===== config.mk =====
export PLATFORM = sky130hd
export DESIGN_NAME = mem_port_arbiter_flat
export DESIGN_NICKNAME = d
export VERILOG_FILES = /design/src/rtl/mem_port_arbiter_pkg.sv /design/src/rtl/mem_port_arbiter_if.sv /design/src/rtl/mem_arb_prio.sv /design/src/rtl/mem_port_arbiter.sv /design/src/flat_wrapper.sv
export SDC_FILE = /design/constraint.sdc
export NUM_CORES = 1
export LEC_CHECK = 0
export CAP_MARGIN = 15
export CORE_MARGIN = 1.5
export CORE_UTILIZATION = 28
export CTS_CLUSTER_DIAMETER = 120
export DETAILED_ROUTE_END_ITERATION = 8
export HOLD_SLACK_MARGIN = 0.06
export PLACE_DENSITY = 0.82
export SLEW_MARGIN = 20
export SYNTH_ARGS = -nofsm -noshare
export SYNTH_HDL_FRONTEND = slang
export SYNTH_HIERARCHICAL = 1
export SYNTH_SLANG_ARGS = --single-unit

===== constraint.sdc =====
create_clock -name clk -period 2.2 [get_ports clk]
set_input_delay 0.55 -clock clk [delete_from_list [all_inputs] [get_ports clk]]
set_output_delay 0.55 -clock clk [all_outputs]
set_load 0.05 [all_outputs]

===== src/rtl/mem_port_arbiter_pkg.sv =====
// Shared types for the memory port arbiter: width defaults, grant indices
// and the read-return owner tag.
package mem_port_arbiter_pkg;
   localparam int REG_WIDTH_DEF  = 8;
   localparam int ADDR_WIDTH_DEF = 16;

   // Bit positions inside the one-hot grant vector
   localparam int G_LD  = 2;
   localparam int G_DMA = 1;
   localparam int G_CPU = 0;

   typedef enum logic [1:0] {
      OWN_NONE = 2'd0,
      OWN_LD   = 2'd1,
      OWN_DMA  = 2'd2,
      OWN_CPU  = 2'd3
   } owner_t;

   function automatic owner_t gnt2owner(input logic [2:0] gnt);
      if (gnt[G_LD])  return OWN_LD;
      if (gnt[G_DMA]) return OWN_DMA;
      if (gnt[G_CPU]) return OWN_CPU;
      return OWN_NONE;
   endfunction
endpackage


===== src/rtl/mem_port_arbiter_if.sv =====
// Bundle of requester, memory-side and debug signals around the arbiter.
// slave = arbiter side, master = requesters plus memory model.
interface mem_port_arbiter_if
   import mem_port_arbiter_pkg::*;
#(
   parameter int REG_WIDTH  = REG_WIDTH_DEF,
   parameter int ADDR_WIDTH = ADDR_WIDTH_DEF
) ();
   logic                  ld_req, dma_req, cpu_req;
   logic                  ld_we, dma_we, cpu_we;
   logic [ADDR_WIDTH-1:0] ld_addr, dma_addr, cpu_addr;
   logic [REG_WIDTH-1:0]  ld_wdata, dma_wdata, cpu_wdata;
   logic                  dma_lock, load_en;
   logic                  ld_gnt, dma_gnt, cpu_gnt;
   logic                  ld_rvalid, dma_rvalid, cpu_rvalid;
   logic [REG_WIDTH-1:0]  rdata;
   logic                  mem_en, mem_we;
   logic [ADDR_WIDTH-1:0] mem_addr;
   logic [REG_WIDTH-1:0]  mem_wdata, mem_rdata;
   logic                  load_err;
   logic [3:0]            cpu_wait_cnt;

   modport slave (
      input  ld_req, dma_req, cpu_req, ld_we, dma_we, cpu_we,
             ld_addr, dma_addr, cpu_addr, ld_wdata, dma_wdata, cpu_wdata,
             dma_lock, load_en, mem_rdata,
      output ld_gnt, dma_gnt, cpu_gnt, ld_rvalid, dma_rvalid, cpu_rvalid,
             rdata, mem_en, mem_we, mem_addr, mem_wdata, load_err, cpu_wait_cnt
   );

   modport master (
      output ld_req, dma_req, cpu_req, ld_we, dma_we, cpu_we,
             ld_addr, dma_addr, cpu_addr, ld_wdata, dma_wdata, cpu_wdata,
             dma_lock, load_en, mem_rdata,
      input  ld_gnt, dma_gnt, cpu_gnt, ld_rvalid, dma_rvalid, cpu_rvalid,
             rdata, mem_en, mem_we, mem_addr, mem_wdata, load_err, cpu_wait_cnt
   );
endinterface


===== src/rtl/mem_arb_prio.sv =====
// Combinational fixed-priority grant: loader, starved CPU, locked DMA, DMA, CPU.
module mem_arb_prio
   import mem_port_arbiter_pkg::*;
(
   input  logic       ld_req,
   input  logic       load_en,
   input  logic       dma_req,
   input  logic       cpu_req,
   input  logic       lock_q,
   input  logic       starved,
   output logic [2:0] gnt
);
   always_comb begin
      gnt = '0;
      if (ld_req && load_en)       gnt[G_LD]  = 1'b1;
      else if (starved && cpu_req) gnt[G_CPU] = 1'b1;
      else if (lock_q && dma_req)  gnt[G_DMA] = 1'b1;
      else if (dma_req)            gnt[G_DMA] = 1'b1;
      else if (cpu_req)            gnt[G_CPU] = 1'b1;
   end
endmodule


===== src/rtl/mem_port_arbiter.sv =====
// Single-port memory arbiter: zero-latency grant, DMA burst lock, CPU
// starvation guard and a one-cycle tagged read-return pipeline.
module mem_port_arbiter
   import mem_port_arbiter_pkg::*;
#(
   parameter int REG_WIDTH  = REG_WIDTH_DEF,
   parameter int ADDR_WIDTH = ADDR_WIDTH_DEF,
   parameter int MAX_WAIT   = 4
) (
   input logic              clk,
   input logic              reset_n,
   mem_port_arbiter_if.slave bus
);
   localparam logic [3:0] MAX_W = 4'(MAX_WAIT);

   logic                  lock_q, load_err_q, starved;
   logic [3:0]            wait_q;
   owner_t                tag_q;
   logic [REG_WIDTH-1:0]  rdata_q;
   logic [2:0]            prio_gnt, gnt;
   logic                  we_c;
   logic [ADDR_WIDTH-1:0] addr_c;
   logic [REG_WIDTH-1:0]  wdata_c;

   assign starved = (wait_q == MAX_W);

   mem_arb_prio u_prio (
      .ld_req  (bus.ld_req),
      .load_en (bus.load_en),
      .dma_req (bus.dma_req),
      .cpu_req (bus.cpu_req),
      .lock_q  (lock_q),
      .starved (starved),
      .gnt     (prio_gnt)
   );

   // Grants are combinational, so hold them off while reset is asserted
   assign gnt = reset_n ? prio_gnt : 3'b000;

   always_comb begin
      we_c    = 1'b0;
      addr_c  = '0;
      wdata_c = '0;
      if (gnt[G_LD]) begin
         we_c = bus.ld_we;  addr_c = bus.ld_addr;  wdata_c = bus.ld_wdata;
      end else if (gnt[G_DMA]) begin
         we_c = bus.dma_we; addr_c = bus.dma_addr; wdata_c = bus.dma_wdata;
      end else if (gnt[G_CPU]) begin
         we_c = bus.cpu_we; addr_c = bus.cpu_addr; wdata_c = bus.cpu_wdata;
      end
   end

   always_ff @(posedge clk or negedge reset_n) begin
      if (!reset_n) begin
         lock_q     <= 1'b0;
         wait_q     <= '0;
         load_err_q <= 1'b0;
         tag_q      <= OWN_NONE;
         rdata_q    <= '0;
      end else begin
         // A starvation grant leaves the lock alone so DMA resumes next cycle
         lock_q <= bus.dma_req && bus.dma_lock && (lock_q || gnt[G_DMA]);
         if (!bus.cpu_req || gnt[G_CPU]) wait_q <= '0;
         else if (!starved)              wait_q <= wait_q + 4'd1;
         if (bus.ld_req && !bus.load_en) load_err_q <= 1'b1;
         tag_q   <= (|gnt && !we_c) ? gnt2owner(gnt) : OWN_NONE;
         rdata_q <= bus.rdata;
      end
   end

   assign bus.ld_gnt       = gnt[G_LD];
   assign bus.dma_gnt      = gnt[G_DMA];
   assign bus.cpu_gnt      = gnt[G_CPU];
   assign bus.mem_en       = |gnt;
   assign bus.mem_we       = we_c;
   assign bus.mem_addr     = addr_c;
   assign bus.mem_wdata    = wdata_c;
   assign bus.ld_rvalid    = (tag_q == OWN_LD);
   assign bus.dma_rvalid   = (tag_q == OWN_DMA);
   assign bus.cpu_rvalid   = (tag_q == OWN_CPU);
   assign bus.rdata        = (tag_q != OWN_NONE) ? bus.mem_rdata : rdata_q;
   assign bus.load_err     = load_err_q;
   assign bus.cpu_wait_cnt = wait_q;
endmodule


===== src/flat_wrapper.sv =====
// flat-port wrapper written by rule: the top's interface ports become plain ports
module mem_port_arbiter_flat import mem_port_arbiter_pkg::*;
#(
   parameter int REG_WIDTH  = REG_WIDTH_DEF,
   parameter int ADDR_WIDTH = ADDR_WIDTH_DEF,
   parameter int MAX_WAIT   = 4
)
  (clk, reset_n, bus_ld_req, bus_dma_req, bus_cpu_req, bus_ld_we, bus_dma_we, bus_cpu_we, bus_ld_addr, bus_dma_addr, bus_cpu_addr, bus_ld_wdata, bus_dma_wdata, bus_cpu_wdata, bus_dma_lock, bus_load_en, bus_mem_rdata, bus_ld_gnt, bus_dma_gnt, bus_cpu_gnt, bus_ld_rvalid, bus_dma_rvalid, bus_cpu_rvalid, bus_rdata, bus_mem_en, bus_mem_we, bus_mem_addr, bus_mem_wdata, bus_load_err, bus_cpu_wait_cnt);
  mem_port_arbiter_if #(.REG_WIDTH(REG_WIDTH), .ADDR_WIDTH(ADDR_WIDTH)) bus_i ();
  input logic clk;
  input logic reset_n;
  input wire logic [$bits(bus_i.ld_req)-1:0] bus_ld_req;
  input wire logic [$bits(bus_i.dma_req)-1:0] bus_dma_req;
  input wire logic [$bits(bus_i.cpu_req)-1:0] bus_cpu_req;
  input wire logic [$bits(bus_i.ld_we)-1:0] bus_ld_we;
  input wire logic [$bits(bus_i.dma_we)-1:0] bus_dma_we;
  input wire logic [$bits(bus_i.cpu_we)-1:0] bus_cpu_we;
  input wire logic [$bits(bus_i.ld_addr)-1:0] bus_ld_addr;
  input wire logic [$bits(bus_i.dma_addr)-1:0] bus_dma_addr;
  input wire logic [$bits(bus_i.cpu_addr)-1:0] bus_cpu_addr;
  input wire logic [$bits(bus_i.ld_wdata)-1:0] bus_ld_wdata;
  input wire logic [$bits(bus_i.dma_wdata)-1:0] bus_dma_wdata;
  input wire logic [$bits(bus_i.cpu_wdata)-1:0] bus_cpu_wdata;
  input wire logic [$bits(bus_i.dma_lock)-1:0] bus_dma_lock;
  input wire logic [$bits(bus_i.load_en)-1:0] bus_load_en;
  input wire logic [$bits(bus_i.mem_rdata)-1:0] bus_mem_rdata;
  output wire logic [$bits(bus_i.ld_gnt)-1:0] bus_ld_gnt;
  output wire logic [$bits(bus_i.dma_gnt)-1:0] bus_dma_gnt;
  output wire logic [$bits(bus_i.cpu_gnt)-1:0] bus_cpu_gnt;
  output wire logic [$bits(bus_i.ld_rvalid)-1:0] bus_ld_rvalid;
  output wire logic [$bits(bus_i.dma_rvalid)-1:0] bus_dma_rvalid;
  output wire logic [$bits(bus_i.cpu_rvalid)-1:0] bus_cpu_rvalid;
  output wire logic [$bits(bus_i.rdata)-1:0] bus_rdata;
  output wire logic [$bits(bus_i.mem_en)-1:0] bus_mem_en;
  output wire logic [$bits(bus_i.mem_we)-1:0] bus_mem_we;
  output wire logic [$bits(bus_i.mem_addr)-1:0] bus_mem_addr;
  output wire logic [$bits(bus_i.mem_wdata)-1:0] bus_mem_wdata;
  output wire logic [$bits(bus_i.load_err)-1:0] bus_load_err;
  output wire logic [$bits(bus_i.cpu_wait_cnt)-1:0] bus_cpu_wait_cnt;
  assign bus_i.ld_req = bus_ld_req;
  assign bus_i.dma_req = bus_dma_req;
  assign bus_i.cpu_req = bus_cpu_req;
  assign bus_i.ld_we = bus_ld_we;
  assign bus_i.dma_we = bus_dma_we;
  assign bus_i.cpu_we = bus_cpu_we;
  assign bus_i.ld_addr = bus_ld_addr;
  assign bus_i.dma_addr = bus_dma_addr;
  assign bus_i.cpu_addr = bus_cpu_addr;
  assign bus_i.ld_wdata = bus_ld_wdata;
  assign bus_i.dma_wdata = bus_dma_wdata;
  assign bus_i.cpu_wdata = bus_cpu_wdata;
  assign bus_i.dma_lock = bus_dma_lock;
  assign bus_i.load_en = bus_load_en;
  assign bus_i.mem_rdata = bus_mem_rdata;
  assign bus_ld_gnt = bus_i.ld_gnt;
  assign bus_dma_gnt = bus_i.dma_gnt;
  assign bus_cpu_gnt = bus_i.cpu_gnt;
  assign bus_ld_rvalid = bus_i.ld_rvalid;
  assign bus_dma_rvalid = bus_i.dma_rvalid;
  assign bus_cpu_rvalid = bus_i.cpu_rvalid;
  assign bus_rdata = bus_i.rdata;
  assign bus_mem_en = bus_i.mem_en;
  assign bus_mem_we = bus_i.mem_we;
  assign bus_mem_addr = bus_i.mem_addr;
  assign bus_mem_wdata = bus_i.mem_wdata;
  assign bus_load_err = bus_i.load_err;
  assign bus_cpu_wait_cnt = bus_i.cpu_wait_cnt;
  mem_port_arbiter #(.REG_WIDTH(REG_WIDTH), .ADDR_WIDTH(ADDR_WIDTH), .MAX_WAIT(MAX_WAIT)) u_core (.clk(clk), .reset_n(reset_n), .bus(bus_i));
endmodule

==> results of run 1 <==
[stage by stage]
| stage | setup TNS (ns) | utilization [%] | power [mW] | instance area (um^2) |
|---|---|---|---|---|
| after detailed placement | -16.30 | 72.4 | 1.64 | 3490 |
| after global routing | -16.97 | 76.3 | 1.97 | 3670 |
| after global placement | -14.72 | 72.4 | 1.61 | 3490 |
| final | -14.73 | 76.3 | 1.91 | 3670 |
| after floorplan | -10.57 | - | 0.983 | 1660 |
| after CTS | -15.44 | 75.7 | 1.90 | 3640 |
[sequential cells by signal, indices dropped and copies added, names as in the netlist]
signal,count
u_core/bus.cpu_wait_cnt,4
u_core/tag_q,2
u_core/bus.load_err,1
u_core/rdata_q,8
[power by group through the flow]
stage	sequential, mW	combinational, mW	clock, mW
CTS	0.349	1.32	0.233
finish	0.349	1.33	0.226
detailed placement	0.354	1.28	0
global route	0.353	1.38	0.240
global placement	0.348	1.26	0
floorplan	0.390	0.593	0
[worst min path at each step]
stage / start / end
floorplan: reset_n / u_core/bus.cpu_wait_cnt[0]
global placement: u_core/bus.load_err / u_core/bus.load_err
detailed placement: u_core/bus.load_err / u_core/bus.load_err
CTS: u_core/bus.load_err / u_core/bus.load_err
global route: u_core/bus.load_err / u_core/bus.load_err
finish: u_core/bus.load_err / u_core/bus.load_err
[layout make-up]
type                    count  area, um^2
repair buffers            159        1950
multi-input cells         120        1190
fillers                   325        1140
flip-flops and latches     15         378
well taps                  67        83.8
clock buffers               3        41.3
inverters                   7        26.3
clock inverters             1        5.00
[worst max-delay path: cells and delay by family, from the launching register on]
family	cells	cell delay (ns)
fa+ha+maj	1	0.13
compound gates	2	0.26
simple gates	4	0.69
flops	1	0.41
buf+inv	4	0.49
[metal layers]
metal  GRT usage, %  part of all wire (%)  vias to the layer above  routed length [um]
met5              0                     0                        -                   0
met4           5.86                  0.95                        0                  58
met3           4.61                   8.5                        6                 517
met2           41.8                    56                       74                3420
met1           23.4                    35                      839                2110
li1               -                     -                      851                   -
[timing repair]
item	4_1_cts	5_1_grt
buffers inserted	4	1
gates cloned	3	0
endpoints found under the setup margin	29	37
pin swaps	1	8
gates resized for setup	20	7
==> summary.md, run 1 <==
| Metric | Value |
|---|---|
| Status | complete, but fails checks |
| Failing checks | negative setup slack |
| Port buffer count | 133 |
| Min cycle time layout | 2.78 ns |
| Hold Crit Class | register to register |
| Max-cap violations | 0 |
| Internal power | 1.13 mW |
| Syn. warnings | 6 |
| R2r setup slk | 0.27 ns |
| WL final | 6.11 mm |
| Reg-to-reg endpoint | u_core/tag_q[0] |
| Clk buf depth | 2 |
| Vias/cell | 4.76 |
| Crit path kind | register to primary output |
| Critical path startpoint | u_core/bus.cpu_wait_cnt[1] |
| Max stage delay on crit path | 0.41 ns |
| Cts hold-fix bufs | 0 |
| Placed Cells | 360 |
| Starting DRT DRC Count | 42 |
| Peak supply drop | 536 uV |
| Nets@finish | 398 |
| Crit-path cells | inv_2 > ha_4 > nand3b_1 > inv_2 > nand2b_1 > and3_4 > and3b_2 > buf_6 > a22oi_2 > a21oi_4 > buf_12 |
| Total GRT Usage | 21.5% |
| Highest-delay cell along the critical path | dfrtp_2 |
| Comb power frac | 69.8% |
| CTS clk-pin slew, worst paths | 0.06 ns |
| Sequential cell fraction of total power | 18.3% |
| Switching share of power | 40.7% |
| Gpl congestion | 0.780 |
| Hold_ws | 0.507 ns |
| FF-to-FF Start | u_core/bus.cpu_wait_cnt[1] |
| Mapped Area | 1420 um^2 |
| Clock power share | 11.9% |
| CP Data Required Time | 1.65 ns |
| CTS tree | done |
| Max_slew headroom | 64.9% |
| Ports | 135 |
| Worst Setup End Kind | primary output |
| CP Max Fanout | 6 |
| Syn avg cell area | 9.43 um^2 |
| Worst Setup EP | bus_mem_addr[13] |
| Final Worst Setup Slack | -0.578 ns |
| H-tree levels | 1 |
| Slew Viols, Final | 0 |
| Die Area | 5520 um^2 |
| Row count | 25 |
| First-pass GRT wire length | 9.00 mm |
| Pre-antenna DRT Iters | 4 |
| Setup WS pre-CTS | -0.662 ns |
| Layout Cells excl Fill | 372 |
| Pwr/cell area | 519 nW/um^2 |
| Vias in the first global route | 1,853 |
| Antenna viol nets, final | 0 |
| Most frequent cells in the layout | clkdlybuf4s50_1, buf_12, nor2_1, a21oi_4, a22oi_2 |
| NetSw | 0.775 mW |
| DIE HEIGHT | 74.3 um |
| CORE AREA | 4820 um^2 |
| RSZ-0062 raised after global routing | yes |
| Worst reg-to-reg path cell count | 9 |
| Layout cells sized above 1 | 47.9% |
| LEAKAGE | 1.46 nW |
| Syn Inst Count | 151 |
| HPWL Detailed | 4.57 mm |
| Total number of vias | 1,770 |
| Pin count of the biggest net entering global routing | 25 |
| Clk_skew | 0.00393 ns |
| Final Cycle Share | 126% |
| Grt total ovfl | 0 |
| Clk sink count | 15 |
| Residual DRC | 0 |
| Root Buffer | clkbuf_8 |
| Later-pin clock latency in the skew report | 0.25 ns |
| Setup-failing EPs final | 29 |
| Horiz. Die Dim | 74.3 um |
| # diodes | 0 |
| Most frequent CP cell | inv_2 |
| Final hold violation count | 0 |
| Wire length per cell | 16.4 um |
| Hold Path Depth | 1 |
| Worst EP arrival | 2.23 ns |
| Layout area overhead | 158% |
| Tightest Pin Transition | 0.524 ns |
| Fmax | 0.360 GHz |
| Most common cell after layout, fill and taps aside | clkdlybuf4s50_1 |
| Initial antenna violation count | 0 |
| Clock buffer count from CTS | 3 |
| Syn Nets | 243 |
| Crit start category | register |
| Initial Util | 29.6% |
Power figures use the tool's default switching activity.
==> run 2, diff against run 1 <==
--- a/config.mk
+++ b/config.mk
@@ -7,11 +7,11 @@
 export LEC_CHECK = 0
 export CAP_MARGIN = 15
 export CORE_MARGIN = 1.5
-export CORE_UTILIZATION = 28
+export CORE_UTILIZATION = 31
 export CTS_CLUSTER_DIAMETER = 120
 export DETAILED_ROUTE_END_ITERATION = 8
 export HOLD_SLACK_MARGIN = 0.06
-export PLACE_DENSITY = 0.82
+export PLACE_DENSITY = 0.86
 export SLEW_MARGIN = 20
 export SYNTH_ARGS = -nofsm -noshare
 export SYNTH_HDL_FRONTEND = slang
==> constraint.sdc (replaced) <==
create_clock -name clk -period 2.9 [get_ports clk]
set_input_delay 0.725 -clock clk [delete_from_list [all_inputs] [get_ports clk]]
set_output_delay 0.725 -clock clk [all_outputs]
set_load 0.05 [all_outputs]
==> summary.md, run 2 (same netlist as run 1, synthesis figures left out) <==
| Metric | Value |
|---|---|
| Tightest Pin Transition | 0.517 ns (-0.00733 ns) |
| Gpl congestion | 0.849 (+8.9%) |
| DIE HEIGHT | 70.8 um (-4.8%) |
| Max_slew headroom | 65.4% (+0.49 points) |
| Starting DRT DRC Count | 44 (+4.8%) |
| Biggest register | u_core/rdata_q |
| Placed instance area | 3490 um^2 (unchanged) |
| Initial antenna violation count | 0 (unchanged) |
| Clk sink count | 15 (unchanged) |
| Vias/cell | 5.04 (+5.9%) |
| CORE AREA | 4380 um^2 (-9.0%) |
| FF-to-FF Start | u_core/bus.cpu_wait_cnt[0] |
| Status | complete, but fails checks |
| Total GRT Usage | 23.3% (+1.7 points) |
| First-pass GRT wire length | 9.32 mm (+3.5%) |
| Setup-failing EPs final | 22 (-24%) |
| RSZ-0062 raised after global routing | yes |
| Core Util, Final | 84.7% (+8.4 points) |
| Final Cycle Share | 101% |
| Crit path kind | register to primary output |
| Final Worst Setup Slack | -0.0389 ns (+0.539 ns) |
| Layout area overhead | 161% |
| R2r setup slk | 1.00 ns (+0.73 ns) |
| Final Cell Area | 3710 um^2 (+1.1%) |
| Crit-path cells | inv_2 > ha_4 > nand3b_1 > inv_1 > nand2b_1 > and3_4 > and3b_2 > clkbuf_16 > a22oi_2 > a21oi_4 > buf_12 |
| Max-cap violations | 0 (unchanged) |
| Nets@finish | 398 (unchanged) |
| Antenna viol nets, final | 0 (unchanged) |
| H-tree levels | 1 (unchanged) |
| Fmax | 0.340 GHz |
| Most frequent cells in the layout | clkdlybuf4s50_1, buf_12, nor2_1, a22oi_2, a21oi_4 |
| Most common cell after layout, fill and taps aside | clkdlybuf4s50_1 |
| CP Max Fanout | 5 (-1) |
| Min-delay src | u_core/bus.load_err |
| Reg-to-reg endpoint | u_core/tag_q[0] |
| Peak supply drop | 501 uV (-6.6%) |
| Worst EP arrival | 2.21 ns (-0.02 ns) |
| Cts hold-fix bufs | 0 (unchanged) |
| Vias in the first global route | 1,925 (+3.9%) |
| Worst reg-to-reg path cell count | 9 (unchanged) |
| Row count | 24 (-4.0%) |
| Highest-delay cell along the critical path | dfrtp_2 |
| Initial Util | 32.5% (+2.9 points) |
| Total number of vias | 1,798 (+1.6%) |
| Failing checks | negative setup slack |
| Ports | 135 (unchanged) |
| Port buffer count | 133 (unchanged) |
| Layout cells sized above 1 | 45.9% (-2.0 points) |
| Root Buffer | clkbuf_8 |
| Die Area | 5010 um^2 (-9.3%) |
| Crit start category | register |
| Critical path startpoint | u_core/bus.cpu_wait_cnt[0] |
| Later-pin clock latency in the skew report | 0.25 ns (about the same) |
| Worst Setup End Kind | primary output |
| HPWL Detailed | 4.48 mm (-2.0%) |
| Wire length per cell | 16.9 um (+2.8%) |
| Clk_skew | 0.00422 ns (+0.000297 ns) |
| Clk buf depth | 2 (unchanged) |
| Worst Setup EP | bus_mem_addr[4] |
| Hold Crit Class | register to register |
| Number of flip-flops in the largest register | 8 (unchanged) |
| Pin count of the biggest net entering global routing | 20 (-20%) |
| Clock buffer count from CTS | 3 (unchanged) |
| Min cycle time layout | 2.94 ns |
| Max stage delay on crit path | 0.41 ns (about the same) |
| LEAKAGE | 1.48 nW (+1.3%) |
| Slew Viols, Final | 0 (unchanged) |
| Grt total ovfl | 0 (unchanged) |
| CTS clk-pin slew, worst paths | 0.06 ns (about the same) |
| Horiz. Die Dim | 70.8 um (-4.8%) |
| CP Data Required Time | 2.17 ns (+0.52 ns) |
| Pre-antenna DRT Iters | 4 (unchanged) |
| WL final | 6.03 mm (-1.4%) |
| Family with the most delay on the worst path | simple AND/OR/NAND/NOR gates |
| Residual DRC | 0 (unchanged) |
| Pwr/cell area | 391 nW/um^2 (-25%) |
| CTS tree | done |
| Final hold violation count | 0 (unchanged) |
| Critical path depth | 11 (unchanged) |
| # diodes | 0 (unchanged) |
| WP buf/inv | 4 (unchanged) |
| Setup WS pre-CTS | -0.301 ns (+0.361 ns) |
run 2: changes by cell type in the layout (fill, tap and decap cells not counted), sizes merged:
cell,change
clkdlybuf4s15,+3
clkdlybuf4s50,-1
buf,-3
clkbuf,+2
dlymetal6s2s,-1
dlygate4sd2,+2
and2,-2
run 2: report_power, final:
group | switching (mW) | total (mW) | internal, mW
clock | 0.0742 | 0.169 | 0.0951
sequential | 0.0181 | 0.267 | 0.249
combinational | 0.495 | 1.02 | 0.522
run 2: routing by layer:
metal	track usage (%)	wire length, um
met5	0	0
met4	8.39	134
met3	5.27	447
met2	44.7	3340
met1	24.5	2100
run 2: metrics by stage:
step	cells	hold slack, ns	setup TNS [ns]	total power, mW
2_1_floorplan	151	0.429	-0.0932	0.737
3_3_place_gp	344	0.444	-4.72	1.21
3_5_place_dp	344	0.467	-6.18	1.23
4_1_cts	354	0.480	-0.0443	1.44
5_1_grt	357	0.508	-2.96	1.50
6_report	357	0.472	-0.369	1.45
run 2: worst min path at each step:
| stage | cells past startpoint | slack [ns] | end |
|---|---|---|---|
| floorplan | 0 | 0.43 | u_core/bus.cpu_wait_cnt[0] |
| detailed placement | 1 | 0.47 | u_core/bus.load_err |
| finish | 1 | 0.47 | u_core/bus.load_err |
| global route | 1 | 0.51 | u_core/bus.load_err |
| global placement | 1 | 0.44 | u_core/bus.load_err |
| CTS | 1 | 0.48 | u_core/bus.load_err |
run 2: area by class of cell:
type | instances | area (um^2)
clock inverter | 1 | 5.00
tap | 52 | 65.1
multi-input combinational | 118 | 1160
timing repair buffer | 161 | 2040
fill | 232 | 672
clock buffer | 3 | 41.3
sequential | 15 | 378
inverter | 7 | 26.3
run 2: repair_timing:
| action | in CTS | in global routing |
|---|---|---|
| gates cloned | 1 | 2 |
| setup buffers | 5 | 2 |
| endpoints found under the setup margin | 26 | 26 |
| resized for setup | 25 | 3 |
| pin swaps | 9 | 22 |
==> run 3, diff against run 2 <==
--- a/config.mk
+++ b/config.mk
@@ -5,6 +5,7 @@
 export SDC_FILE = /design/constraint.sdc
 export NUM_CORES = 1
 export LEC_CHECK = 0
+export ABC_AREA = 0
 export CAP_MARGIN = 15
 export CORE_MARGIN = 1.5
 export CORE_UTILIZATION = 31
==> results of run 3 <==
The final DEF is identical to that of run 2; final timing and power are the same.
==> edit 1 (flow settings as in run 1) <==
Reset style: synchronous (`reset_n`), changed in one clocked block.
--- a/src/rtl/mem_port_arbiter.sv
+++ b/src/rtl/mem_port_arbiter.sv
@@ -52,3 +52,3 @@
 
-   always_ff @(posedge clk or negedge reset_n) begin
+   always_ff @(posedge clk) begin
       if (!reset_n) begin
Behaviour: differs if reset_n is asserted again (counterexample within 4 cycles, from zero or initial values and one cycle with reset_n low); with reset_n held inactive, the same outputs for 10 cycles.
==> edit 1 against run 1 <==
- the flow finishes with violations (design-rule violations, negative setup slack)
- clock skew up 1.9 ps
- sequential cell count unchanged
- total power down 12%
- final cell count up 4.6%
- wire length up 87%
- non-clock buffer count up 27
- critical path depth unchanged
- area after synthesis down 7.2%
- final area up 15%
- worst setup slack worse by 120 ps
- clock power up 7%
- via count up 26%
- critical path type unchanged
- highest routed layer unchanged
==> edit 1: results (changes against run 1) <==
| Metric | Value |
|---|---|
| Number of global-route vias before repair | 2479 (+34%) |
| Drc violations | 11 (+11) |
| DR WL met3 | 919 um (+78%) |
| Crit path DAT | 2350 ps (+120 ps) |
| Sw frac | 41.1% (+0.41 points) |
| Max-slew headroom | 66.5% (+1.6 points) |
| Hold Slack | 527 ps (+19.9 ps) |
| Nets@finish | 430 (+8.0%) |
| Post-DP HPWL | 5.55 mm (+21%) |
| Number of flip-flops in the largest register | 8 (unchanged) |
| Pin count of the biggest net entering global routing | 11 (-56%) |
| Failing checks | design-rule violations, negative setup slack |
| Reg-to-Reg Start | u_core/bus.cpu_wait_cnt[0] |
| DP Worst Slack | -642 ps (+20.4 ps) |
| Met1 usage | 43.8% (+20 points) |
| Clock power frac | 14.5% (+2.6 points) |
| Filler instances | 97 (-70%) |
| Post-CTS sizing | 43 (+110%) |
| Antenna diodes | 0 (unchanged) |
| Pwr Total | 0.00167 W (-12%) |
| Setup ws final | -696 ps (-118 ps) |
| Peak ir drop on the vdd network | 0.553 mV (+3.2%) |
| Share of cells above drive strength 1 | 54.0% (+6.1 points) |
| Leak | 1.68 nW (+15%) |
| TritonRoute pass-1 iters | 7 (+3) |
| Met2 Use GR | 74.1% (+32 points) |
| Sequential share of power | 17.7% (-0.6 points) |
| Met2 wire len | 5.79 mm (+69%) |
| Setup Buffers After CTS | 28 (+24) |
| Gpl congestion | 0.741 (-5.0%) |
| Total track usage | 41.6% (+20 points) |
| Initial DRC Count | 146 (+250%) |
| Worst r2r path cells | 13 (+4) |
| Met3 usage | 10.5% (+5.9 points) |
| Global-route wire length before repair | 15.6 mm (+73%) |
| Status | finished with violations |
| Max-Cap Viols | 0 (unchanged) |
| Setup Viol. Count Final | 28 (-3.4%) |
| Worst Hold End | u_core/bus.load_err |
| Worst Hold Launch | u_core/bus.load_err |
| DRT met1 WL | 3.73 mm (+77%) |
| Reg2reg end | u_core/bus.cpu_wait_cnt[0] |
| Syn nets | 250 (+2.9%) |
| Later-pin clock latency in the skew report | 260 ps |
| Vias per cell | 5.74 (+21%) |
| Final clock skew | 5.85 ps (+1.93 ps) |
| Reg2reg setup slack | 130 ps (-140 ps) |
| WL/cell | 29.4 um (+79%) |
| Synth warnings | 6 (unchanged) |
edit 1: changes by cell type in the layout (fill, tap and decap cells not counted), sizes merged, moves of 24 or more:
cell,before,now
buf,66,95
a221oi,0,24
a22oi,24,0
nor2,30,55
a21oi,26,2
edit 1: cell type report:
| type | count | area [sq um] | area share (%) |
|---|---|---|---|
| Inverter | 5 | 28.8 | 0.680 |
| Tap cell | 52 | 65.1 | 1.54 |
| Clock buffer | 3 | 41.3 | 0.976 |
| Multi-Input combinational cell | 127 | 1470 | 34.7 |
| Clock inverter | 1 | 5.00 | 0.118 |
| Timing Repair Buffer | 186 | 2310 | 54.7 |
| Sequential cell | 15 | 310 | 7.34 |
edit 1: critical path, cell delays in order, from the launching register on:
cell and delay (ps):
dfxtp_4 370, inv_4 40, ha_4 150, nand3b_1 130, inv_2 70, nand2b_4 150, and3_4 150, and3b_4 260
buf_12 170, a221oi_2 330, nor2_2 90, buf_12 160
edit 1: metrics by stage:
stage	util, %	TNS (ps)	area, sq um	cells
floorplan	-	-8150	1790	158
global placement	83.6	-15120	3710	357
detailed placement	83.6	-16430	3710	357
CTS	94.2	-14130	4190	392
global route	95.2	-17730	4230	389
finish	95.2	-16290	4230	389
edit 1: worst max-delay path by stage:
| stage | startpoint | endpoint | slack, ps | depth (start not counted) |
|---|---|---|---|---|
| final | u_core/bus.cpu_wait_cnt[0] | bus_mem_addr[0] | -700 | 11 |
| after global routing | u_core/bus.cpu_wait_cnt[0] | bus_mem_addr[0] | -740 | 11 |
| after CTS | u_core/bus.cpu_wait_cnt[1] | bus_mem_wdata[0] | -540 | 11 |
| after detailed placement | bus_load_en | bus_mem_addr[14] | -640 | 8 |
| after global placement | bus_load_en | bus_mem_addr[15] | -600 | 8 |
| after floorplan | u_core/bus.cpu_wait_cnt[1] | bus_mem_addr[14] | -360 | 11 |
==> edit 2 (settings of run 1) <==
Made on the original files. Change the package constant `ADDR_WIDTH_DEF` from 16 to 18.
--- a/src/rtl/mem_port_arbiter_pkg.sv
+++ b/src/rtl/mem_port_arbiter_pkg.sv
@@ -4,3 +4,3 @@
    localparam int REG_WIDTH_DEF  = 8;
-   localparam int ADDR_WIDTH_DEF = 16;
+   localparam int ADDR_WIDTH_DEF = 18;
 
Interface: changed (resized bus_cpu_addr, bus_dma_addr, bus_ld_addr and bus_mem_addr); port bits go from 135 to 143. The function was not compared with the original's and may differ.
==> edit 2 against run 1 <==
- the flow still finishes with violations (negative setup slack)
- final area up 10%
- synthesized cell count increased by 4.0%
- sequential share of layout area down 0.94 points
- total power increased by 6.1%
- first-iteration DRC count is 19% higher
- die area fell by 0.26%
- worst setup slack worse by 98 ps
- sequential cell count is the same
- global-route usage increased by 3.8 points
- area after synthesis decreased by 0.26%
- wire length up 20%
- utilization increased by 7.7 points
- critical path depth up 1
==> edit 2: results (changes against run 1) <==
| Metric | Value |
|---|---|
| Status | finished with violations |
| Failing checks | negative setup slack |
| Antenna diodes | 0 (unchanged) |
| Synth warnings | 6 (unchanged) |
| Setup Viol. Count Final | 31 (+6.9%) |
| Later-pin clock latency in the skew report | 240 ps |
| Clock buffer depth | 2 (unchanged) |
| Min-delay worst type | reg2reg |
| Number of flip-flops in the largest register | 8 (unchanged) |
| Syn nets | 255 (+4.9%) |
| Placed Area | 0.00372 sq mm (+6.9%) |
| Pin count of the biggest net entering global routing | 19 (-24%) |
| Max-slew headroom | 65.8% (+0.91 points) |
| Share of cells above drive strength 1 | 50.8% (+2.9 points) |
| Fin Setup TNS | -18610 ps (-3870 ps) |
| Final clock skew | 3.42 ps (-0.502 ps) |
| Setup ws final | -677 ps (-98.5 ps) |
| Root Buffer | clkbuf_8 |
| Clock slew at reported path FFs | 60 ps (about the same) |
| Number of global-route vias before repair | 2188 (+18%) |
| Critical path's largest stage delay | 410 ps (about the same) |
| CTS H-tree lvls | 1 (unchanged) |
| CP Max Fanout | 6 (unchanged) |
| Nets@finish | 432 (+8.5%) |
| Leak | 1.63 nW (+11%) |
| Slowest cell on crit path | dfrtp_2 |
| Crit path DAT | 2330 ps (+100 ps) |
| Biggest register | u_core/rdata_q |
| Global-route wire length before repair | 10.6 mm (+18%) |
| Post-DP HPWL | 5.17 mm (+13%) |
| WL/cell | 18.4 um (+12%) |
| Initial antenna violation count | 0 (unchanged) |
| Total track usage | 25.4% (+3.8 points) |
| Initial DRC Count | 50 (+19%) |
| Num CTS Buffers | 3 (unchanged) |
| Gpl congestion | 0.781 (+0.15%) |
| Port bufs | 141 (+6.0%) |
| Filler instances | 270 (-17%) |
| Critical path's top delay family | simple AND/OR/NAND/NOR gates |
| TritonRoute pass-1 iters | 4 (unchanged) |
| Vias per cell | 4.94 (+3.8%) |
| Peak ir drop on the vdd network | 0.502 mV (-6.3%) |
-- edit 2: final timing paths --
kind / startpoint / end / slack, ps / cells after the start
min in group asynchronous: reset_n / u_core/tag_q[0] / 750 / 2
max in group asynchronous: reset_n / u_core/bus.cpu_wait_cnt[0] / 1210 / 3
hold / removal: u_core/rdata_q[0] / u_core/rdata_q[0] / 540 / 1
setup / recovery: u_core/bus.cpu_wait_cnt[0] / bus_mem_wdata[4] / -680 / 12
setup reg to reg: u_core/bus.cpu_wait_cnt[0] / u_core/tag_q[0] / 10 / 11
hold reg to reg: u_core/rdata_q[0] / u_core/rdata_q[0] / 540 / 1
-- edit 2: report_power, final --
group	total, W	internal, W	switching [W]
registers	0.000352	0.000329	0.0000237
logic	0.00144	0.000739	0.000705
clock network	0.000225	0.000128	0.0000969
-- edit 2: stage by stage --
step / cells / hold slack (ps) / total power, W / setup WS, ps / utilization (%)
detailed placement: 380 / 451 / 0.00172 / -665 / 77.3
global placement: 380 / 450 / 0.00168 / -588 / 77.3
finish: 400 / 541 / 0.00202 / -677 / 84.0
floorplan: 157 / 254 / 0.000998 / -453 / -
CTS: 396 / 536 / 0.00200 / -553 / 82.6
global route: 400 / 555 / 0.00209 / -741 / 84.0
-- edit 2: per-layer routing --
metal  vias up  global-route usage, %  share of wire, %
met5         -                      0                 0
met4         0                   5.05              0.56
met3         6                   5.56               8.4
met2       100                   54.0                58
met1       958                   24.2                33
li1        912                      -                 -
-- edit 2: area by class of cell --
class / instances / area [sq um] / area share [%]
sequential: 15 / 378 / 9.34
clock buffer: 4 / 45.0 / 1.11
tap: 67 / 83.8 / 2.07
timing repair buffer: 183 / 2250 / 55.6
inverter: 7 / 26.3 / 0.650
multi-input combinational: 124 / 1260 / 31.2
-- edit 2: worst register-to-register path, cell delays in order, from the launching register on --
cell and delay, ps:
dfrtp_2 410, inv_2 70, ha_4 140, nand3b_1 140
inv_2 120, nand2b_4 120, and3_4 180, buf_4 110
buf_6 110, buf_4 120, or4b_1 420, a21boi_0 180
-- edit 2: what timing repair did --
item	in CTS	in global routing
gates resized for setup	25	5
gates cloned	2	1
pin swaps	9	12
endpoints found under the setup margin	31	40
endpoints found under the hold margin	0	0
setup buffers	10	4
